[src/rtl/clk_div_chain_pkg.sv]
// Shared timing constants for the master-clock divider chain.
// Consumers of the divided clocks import the stage count from here.
package clk_div_chain_pkg;

    localparam int unsigned DIV_STAGES = 4;

    typedef enum logic {
        RUN  = 1'b0,
        HOLD = 1'b1
    } divState_e;

endpackage

[src/rtl/clk_div_strobe.sv]
// Rise/fall enable decode for a binary divider counter.
// Shared by every divider that feeds the negedge register stages.
module clk_div_strobe #(
    parameter int unsigned STAGES = 4
) (
    input  logic [STAGES-1:0] cnt,
    input  logic              adv,
    output logic [STAGES-1:0] riseCe,
    output logic [STAGES-1:0] fallCe,
    output logic              wrap
);

    // ones[k] is set when every bit below k is one
    logic [STAGES:0] ones;

    assign ones[0] = 1'b1;

    for (genvar k = 0; k < STAGES; k++) begin : g_bit
        assign ones[k+1]  = ones[k] & cnt[k];
        assign riseCe[k]  = adv & ~cnt[k] & ones[k];
        assign fallCe[k]  = adv & ones[k+1];
    end

    assign wrap = fallCe[STAGES-1];

endmodule

[src/rtl/clk_div_chain.sv]
// Synchronous divide-by-2^k chain with freeze and phase resync.
// DIV levels come straight from the counter; strobes lead each edge.
module clk_div_chain
    import clk_div_chain_pkg::*;
#(
    parameter int unsigned       STAGES     = DIV_STAGES,
    parameter logic [STAGES-1:0] SYNC_VALUE = '0
) (
    input  logic              CLK,
    input  logic              nRESET,
    input  logic              EN,
    input  logic              SYNC,
    output logic [STAGES-1:0] DIV,
    output logic [STAGES-1:0] RISE_CE,
    output logic [STAGES-1:0] FALL_CE,
    output logic              WRAP,
    output logic              RUNNING
);

    divState_e         state;
    logic [STAGES-1:0] cnt;
    logic [STAGES-1:0] cntNext;
    logic              syncQ;
    logic              pend;
    logic              load;
    logic              adv;

    assign load    = syncQ | pend;
    assign cntNext = cnt + STAGES'(1);

    always_ff @(posedge CLK or negedge nRESET) begin
        if (!nRESET) begin
            state <= RUN;
            cnt   <= '0;
            syncQ <= 1'b0;
            pend  <= 1'b0;
        end else begin
            syncQ <= SYNC;
            unique case (state)
                RUN: begin
                    if (load) begin
                        cnt  <= SYNC_VALUE;
                        pend <= 1'b0;
                    end else begin
                        cnt  <= cntNext;
                    end
                    if (!EN) state <= HOLD;
                end
                HOLD: begin
                    if (syncQ) pend <= 1'b1;
                    if (EN) state <= RUN;
                end
                default: state <= RUN;
            endcase
        end
    end

    // No edge can advance the counter while reset is held,
    // so strobes stay quiet for the whole reset interval.
    assign adv = (state == RUN) & ~load & nRESET;

    clk_div_strobe #(
        .STAGES (STAGES)
    ) u_strobe (
        .cnt    (cnt),
        .adv    (adv),
        .riseCe (RISE_CE),
        .fallCe (FALL_CE),
        .wrap   (WRAP)
    );

    assign DIV     = cnt;
    assign RUNNING = (state == RUN);

endmodule

[config.mk]
export PLATFORM = sky130hd
export DESIGN_NAME = clk_div_chain
export DESIGN_NICKNAME = d
export VERILOG_FILES = /design/src/rtl/clk_div_chain_pkg.sv /design/src/rtl/clk_div_strobe.sv /design/src/rtl/clk_div_chain.sv
export SDC_FILE = /design/constraint.sdc
export NUM_CORES = 1
export LEC_CHECK = 0
export ABC_AREA = 1
export BUFFER_PORTS_ARGS = -buffer_cell sky130_fd_sc_hd__buf_2
export CORE_AREA = 2 2 39 41
export CTS_CLUSTER_DIAMETER = 150
export DETAILED_ROUTE_END_ITERATION = 8
export DIE_AREA = 0 0 41 43
export SYNTH_ARGS = -nofsm -noshare
export SYNTH_HDL_FRONTEND = slang
export SYNTH_SLANG_ARGS = --single-unit
[constraint.sdc]
create_clock -name CLK -period 2.7 [get_ports CLK]
set_input_delay 0.54 -clock CLK [delete_from_list [all_inputs] [get_ports CLK]]
set_output_delay 0.54 -clock CLK [all_outputs]
set_load 0.01 [all_outputs]
==> flow_summary.yaml, run 1 <==
outcome:
  status: "completed"
clocking:
  clockBufferDepth: 2
  cts_buffers: 3
  cts_tree: "done"
  cts.sinks: 7
  ctsResizeCount: 0
  path_clk_slew_ns: 0.06
  cts_setup_buffers: 0
  ctsHtreeMaxLevel: 1
  clk_latency_ns: 0.25
  clock-root-buffer: "clkbuf_4"
  cts_hold_buf: 0
route:
  routed-wl-met2_um: 361
  avgViaCountPerCell: 4.41
  wl_met1_um: 363
  drc_errors: 0
  dr_wl_met3_um: 77
  wl_per_cell_um: 9.96
  top_layer_used: "met4"
  antenna_left: 0
  routed_wl_um: 817
  via_count: 362
  drtIter0Drc: 14
  dr.pass1.iters: 4
finish:
  syn2layout_area_growth_pct: 32.2
  drive_above_1_share: 0.409
  layout_common_cells: "17 x buf_2, 13 x nand2_1, 7 x dfrtp_1, 7 x inv_1, 4 x nor2_1"
  final_common_cell: "buf_2"
  num_antenna_cells: 0
  postLayoutCoreUtil: 0.372
  layout.nets: 73
floorplanning:
  rows: 14
  ios: 18
  core-area_um2: 1380
  dieWidth_um: 41
  initial_core_util: 0.281
  dieArea_um2: 1760
  die_y_um: 43
global_routing:
  grt_max_degree: 12
  grt_pass1_vias: 273
  grt-ovfl-total: 0
  antenna_found_initial: 0
  grt_pass1_wl_um: 1150
  grtUsageTotal: 0.0970
power_and_ir_drop:
  ir_drop_uv: 164
  pwr-share-seq: 0.495
  switching_share: 0.280
  p_leak_nw: 0.332
  p_clk_frac: 0.394
  power_switching_uw: 68.3
  powerDensity_nw_per_um2: 474
  internal_power_uw: 175
  p_comb_frac: 0.111
synthesis:
  yosys.area.top_type: "dfrtp_1"
  synth_top_area_share: 0.450
  syn_avg_cell_area_um2: 8.46
  ys_seq_area_frac: 0.450
  yosysUniqueCellTypes: 13
  synth_fp_nets: 52
  synthCells: 46
  synth-seq-cells: 7
  synthesis.area_um2: 389
  synth_area_leaders: "dfrtp_1 45%, nand2_1 13%, inv_1 6.8%"
  yosysWarnings: 0
worst_setup_path:
  crit_type: "flip-flop to output pin"
  path_max_fanout: 8
  worstSetupEndpointType: "output pin"
  cp.arrival_ns: 1.53
  cp.required_ns: 2.16
  start_kind: "flip-flop"
sta:
  fmax_mhz: 483
  setup_tns_ns: 0
  finalCritPeriodShare: 0.766
  fin_skew_ns: 0.00297
  tightest_slew_ns: 0.268
  slew_violations: 0
  slew_headroom: 0.821
  final_hold_viol_count: 0
  finalSetupViolCount: 0
  period_needed_ns: 2.07
  rsz0062_at_grt: "no"
placed_design:
  routabilityCongestion: 0.718
  io_buffers: 17
  dp_hpwl_um: 617
worst_hold_path:
  hp-class: "primary input to asynchronous set/reset pin"
job:
  cap_violations: 0
## power groups by stage
stage,Combinational [mW],Clock (mW),Sequential [mW]
6_report,0.0270,0.0961,0.121
5_1_grt,0.0305,0.103,0.122
4_1_cts,0.0277,0.0998,0.121
3_5_place_dp,0.0276,0,0.123
3_3_place_gp,0.0273,0,0.122
2_1_floorplan,0.0133,0,0.122
## synth_stat cells, drive strengths merged
master  number
dfrtp        7
ha           2
buf          1
nand3        2
nor2         8
nand2       13
o21ai        1
nand4        4
inv          8
## path summary, 6_finish.rpt
kind,startpoint,end,slack (ns),cells past startpoint
worst max-delay path,DIV[0],WRAP,0.63,5
worst min-delay path,nRESET,pend,0.15,1
worst max register to register,DIV[0],DIV[2],1.49,4
worst min register to register,pend,pend,0.57,2
max in group asynchronous,nRESET,DIV[2],2.34,1
min in group CLK,SYNC,syncQ,0.40,1
## area by class of cell
cell class	count	area, um^2
clock buffer	3	22.5
clock inverter	1	5.00
fill	147	870
inverter	8	32.5
multi-input combinational	30	174
sequential	7	175
tap	16	20.0
timing repair buffer	17	85.1
## worst max-delay path, stage by stage (launching register included)
cell and delay, ns:
dfrtp_1 0.48, ha_1 0.22, ha_1 0.20, nand4_4 0.13, nor2_2 0.11, buf_2 0.13
## stage by stage
| stage | total power [mW] | instances | hold WS [ns] | cell area, um^2 | worst slack, ns |
|---|---|---|---|---|---|
| after CTS | 0.248 | 82 | 0.150 | 514 | 0.613 |
| after global placement | 0.150 | 78 | 0.418 | 487 | 0.929 |
| after detailed placement | 0.150 | 78 | 0.424 | 487 | 0.894 |
| final | 0.244 | 82 | 0.150 | 514 | 0.631 |
| after floorplan | 0.136 | 46 | 0.244 | 389 | 0.886 |
| after global routing | 0.256 | 82 | 0.158 | 514 | 0.531 |
## routing by layer
metal | GRT usage | up-vias
met4 | 0.0800 | 0
met5 | 0 | -
li1 | - | 183
met1 | 0.128 | 157
met2 | 0.131 | 20
met3 | 0.0157 | 2
## state kept, by name, indices dropped and copies added (netlist names)
signal  cells
DIV         4
pend        1
state       1
syncQ       1
## logic make-up after synthesis
logic type      count (synthesis)  synth area share
buf+inv                         9             0.103
fa+ha+maj                       2            0.0643
simple gates                   27             0.370
compound gates                  1            0.0128
flops                           7             0.450
No activity file was read; power rests on OpenSTA's default activity.
==> inputs of run 2 (changes only) <==
==> constraint.sdc (replaced) <==
create_clock -name CLK -period 1.95 [get_ports CLK]
set_input_delay 0.39 -clock CLK [delete_from_list [all_inputs] [get_ports CLK]]
set_output_delay 0.39 -clock CLK [all_outputs]
set_load 0.01 [all_outputs]
==> flow_summary.yaml, run 2 (synthesis results as in run 1) <==
outcome:
  status: "completed"
floorplanning:
  die_y_um: 43
  dieArea_um2: 1760
  core-area_um2: 1380
  initial_core_util: 0.281
  rows: 14
  dieWidth_um: 41
  ios: 18
worst_setup_path:
  cp.arrival_ns: 1.46
  path_max_fanout: 9
  crit_type: "primary input to output pin"
  worstSetupEndpointType: "output pin"
  cp.required_ns: 1.56
  start_kind: "primary input"
clocking:
  clockBufferDepth: 2
  cts.sinks: 7
  path_clk_slew_ns: 0.05
  clk_latency_ns: 0.25
  cts_tree: "done"
  clock-root-buffer: "clkbuf_4"
  cts_buffers: 3
  ctsHtreeMaxLevel: 1
finish:
  final_common_cell: "buf_2"
  layout_common_cells: "16 x buf_2, 13 x nand2_1, 7 x inv_1, 6 x dfrtp_1, 4 x nor2_1"
  syn2layout_area_growth_pct: 37.9
  drive_above_1_share: 0.397
  layout.nets: 75
  num_antenna_cells: 0
  n_fill_cell: 150
  largest_register_ffs: 4
sta:
  slew_violations: 0
  setup_tns_ns: 0
  slew_headroom: 0.823
  hold_ws_ns: 0.253
  final_hold_viol_count: 0
  rsz0062_at_grt: "no"
  finalCritPeriodShare: 0.951
  fmax_mhz: 539
  fin_skew_ns: 0.00131
  tightest_slew_ns: 0.266
  finalSetupViolCount: 0
  period_needed_ns: 1.85
global_routing:
  antenna_found_initial: 0
  grtUsageTotal: 0.108
  grt_max_degree: 10
  grt-ovfl-total: 0
  grt_pass1_vias: 260
  grt_pass1_wl_um: 1170
route:
  wl_per_cell_um: 9.50
  routed_wl_um: 798
  drc_errors: 0
  antenna_left: 0
  avgViaCountPerCell: 4.11
  drtIter0Drc: 9
  via_count: 345
  dr.pass1.iters: 3
power_and_ir_drop:
  ir_drop_uv: 272
  p_leak_nw: 0.337
  p_total_uw: 336
  powerDensity_nw_per_um2: 625
placed_design:
  dp_hpwl_um: 618
  routabilityCongestion: 0.720
  io_buffers: 17
worst_hold_path:
  hp-class: "primary input to flip-flop"
job:
  cap_violations: 0
-- run 2: final timing paths --
check,start,end,slack (ns),cells after the start
min in group asynchronous,nRESET,DIV[3],0.51,2
setup reg to reg,DIV[0],DIV[2],0.79,4
hold reg to reg,DIV[0],DIV[0],0.54,1
setup / recovery,nRESET,RISE_CE[2],0.1,5
max in group asynchronous,nRESET,state,0.66,3
hold / removal,SYNC,syncQ,0.25,1
-- run 2: per-layer routing --
| metal | global-route usage | part of all wire |
|---|---|---|
| met3 | 0.0628 | 0.054 |
| met2 | 0.128 | 0.44 |
| met4 | 0.100 | 0.018 |
| met5 | 0 | 0 |
| met1 | 0.128 | 0.48 |
-- run 2: power by group --
group	internal (mW)	switching, mW	total, mW
Clock	0.0778	0.0489	0.127
Combinational	0.0178	0.0237	0.0415
Sequential	0.154	0.0132	0.167
-- run 2: layout make-up --
class / count / area [um^2] / share of cell area
Timing Repair Buffer: 19 / 108 / 0.200
Clock buffer: 4 / 26.3 / 0.0490
Multi-Input combinational cell: 30 / 174 / 0.324
Inverter: 8 / 32.5 / 0.0606
Sequential cell: 7 / 176 / 0.329
Tap cell: 16 / 20.0 / 0.0373
-- run 2: worst max-delay path: stages --
cell,delay (ns)
dlygate4sd3_1,0.53
buf_4,0.17
nand4_1,0.14
nor2_1,0.10
buf_2,0.13
-- run 2: what timing repair did --
action,4_1_cts,5_1_grt
endpoints found under the setup margin,0,5
hold endpoints to repair,3,0
buffers inserted,0,0
hold buffers,2,0
resized for setup,0,3
-- run 2: through the flow --
| stage | cell area [um^2] | instances | worst slack, ns | util |
|---|---|---|---|---|
| 6_report | 537 | 84 | 0.0961 | 0.388 |
| 4_1_cts | 533 | 84 | 0.0268 | 0.385 |
| 3_3_place_gp | 487 | 78 | 0.398 | 0.352 |
| 3_5_place_dp | 487 | 78 | 0.352 | 0.352 |
| 2_1_floorplan | 389 | 46 | 0.286 | - |
| 5_1_grt | 537 | 84 | 0.0183 | 0.388 |
==> inputs of run 3 (changes only) <==
==> constraint.sdc (replaced) <==
create_clock -name CLK -period 1.95 [get_ports CLK]
set_input_delay 0.39 -clock CLK [delete_from_list [all_inputs] [get_ports CLK]]
set_output_delay 0.39 -clock CLK [all_outputs]
set_load 0.05 [all_outputs]
==> flow_summary.yaml, run 3 (synthesis results as in run 1) <==
worst_setup_path:
  critPathBufInv: 1
  crit_start: "DIV[1]"
  cp.required_ns: 1.56
  cp_num_cells: 5
  r2r-start: "DIV[1]"
  critPathTopFamily: "flip-flops"
  path_cells: "ha_4 > ha_4 > nand4_4 > nor2_4 > clkbuf_4"
  crit_type: "flip-flop to output pin"
  cp.arrival_ns: 1.46
  crit_slowest_cell: "dfrtp_2"
  setup.worst_path.end: "FALL_CE[3]"
  start_kind: "flip-flop"
  cpPeakStageDelay_ns: 0.43
  crit_top_cell: "ha_4"
  reg2regPathDepth: 4
  path_max_fanout: 6
  rrSetupSlack_ns: 0.89
  worstSetupEndpointType: "output pin"
  r2r-end: "DIV[2]"
sta:
  rsz0062_at_grt: "no"
  finalSetupViolCount: 0
  hold_ws_ns: 0.249
  finalCritPeriodShare: 0.949
  slew_headroom: 0.801
  slew_violations: 0
  period_needed_ns: 1.85
  fin_skew_ns: 0.000503
  setup_tns_ns: 0
  fmax_mhz: 540
  final_hold_viol_count: 0
  tightest_slew_ns: 0.298
power_and_ir_drop:
  powerDensity_nw_per_um2: 635
  p_leak_nw: 0.338
  ir_drop_uv: 264
  pwr-share-seq: 0.453
  power_switching_uw: 115
  switching_share: 0.309
  p_clk_frac: 0.342
  p_comb_frac: 0.205
  internal_power_uw: 258
  p_total_uw: 373
finish:
  largest_register_ffs: 4
  final_common_cell: "buf_2"
  layout.nets: 77
  syn2layout_area_growth_pct: 50.8
  layout_common_cells: "15 x buf_2, 13 x nand2_1, 7 x inv_1, 5 x clkbuf_4"
  drive_above_1_share: 0.471
  num_antenna_cells: 0
floorplanning:
  die_y_um: 43
  ios: 18
  rows: 14
  core-area_um2: 1380
  dieWidth_um: 41
  dieArea_um2: 1760
  initial_core_util: 0.281
placed_design:
  io_buffers: 17
  dp_hpwl_um: 690
  routabilityCongestion: 0.715
route:
  avgViaCountPerCell: 4.49
  routed_wl_um: 920
  via_count: 386
  dr.pass1.iters: 5
  drtIter0Drc: 8
  wl_per_cell_um: 10.7
  antenna_left: 0
  drc_errors: 0
worst_hold_path:
  hp-class: "primary input to flip-flop"
clocking:
  clock-root-buffer: "clkbuf_4"
  path_clk_slew_ns: 0.05
  clockBufferDepth: 2
  clk_latency_ns: 0.25
  cts.sinks: 7
  cts_tree: "done"
  cts_buffers: 3
  ctsHtreeMaxLevel: 1
global_routing:
  grt_pass1_wl_um: 1480
  grt-ovfl-total: 0
  antenna_found_initial: 0
  grtUsageTotal: 0.134
  grt_pass1_vias: 309
  grt_max_degree: 9
outcome:
  status: "completed"
job:
  cap_violations: 0
[run 3: cell types whose count changed in the layout (fill, tap and decap cells not counted)]
cell	delta
ha_1	-2
clkbuf_4	+2
buf_2	-1
buf_4	+1
dfrtp_1	-2
ha_4	+2
nor2_4	+1
nor2_2	-1
dfrtp_2	+2
[run 3: metrics by stage]
stage,worst slack (ns),std cells,util,cell area [um^2]
3_3_place_gp,0.348,78,0.376,520
5_1_grt,0.00351,86,0.424,587
2_1_floorplan,0.00682,46,-,427
6_report,0.0997,86,0.424,587
4_1_cts,0.0478,84,0.410,567
3_5_place_dp,0.324,78,0.376,520
[run 3: metal layers]
layer,wire length (um),vias to the layer above,GRT usage,share of wire
li1,-,196,-,-
met1,376,175,0.168,0.41
met2,473,13,0.172,0.51
met3,54,2,0.0628,0.059
met4,14,0,0.100,0.015
met5,0,-,0,0
[run 3: worst register-to-register path: stages (launching register included)]
cell	delay [ns]
dfrtp_2	0.45
ha_4	0.19
ha_4	0.25
nand2_1	0.04
nand2_1	0.06
[run 3: power by group through the flow]
stage               Sequential [mW]  Combinational [mW]  Clock [mW]
finish                        0.169              0.0764       0.128
global route                  0.170              0.0832       0.149
CTS                           0.170              0.0694       0.137
detailed placement            0.172              0.0657           0
global placement              0.172              0.0635           0
floorplan                     0.186              0.0285           0
[run 3: how the worst min path moves through the flow]
stage,startpoint,to,cells after the start
3_3_place_gp,nRESET,DIV[3],1
6_report,SYNC,syncQ,1
3_5_place_dp,nRESET,DIV[3],1
2_1_floorplan,nRESET,DIV[0],0
4_1_cts,SYNC,syncQ,1
5_1_grt,SYNC,syncQ,1
[run 3: layout make-up]
| class | instances | area [um^2] |
|---|---|---|
| Inverter | 8 | 32.5 |
| Clock buffer | 4 | 26.3 |
| Sequential cell | 7 | 179 |
| Fill cell | 156 | 797 |
| Timing Repair Buffer | 21 | 125 |
| Multi-Input combinational cell | 30 | 204 |
| Tap cell | 16 | 20.0 |
[run 3: timing repair]
action | in CTS | in global routing
hold buffers | 2 | 0
buffers inserted | 0 | 2
endpoints found under the setup margin | 0 | 3
hold endpoints to repair | 4 | 0
gates resized for setup | 0 | 2
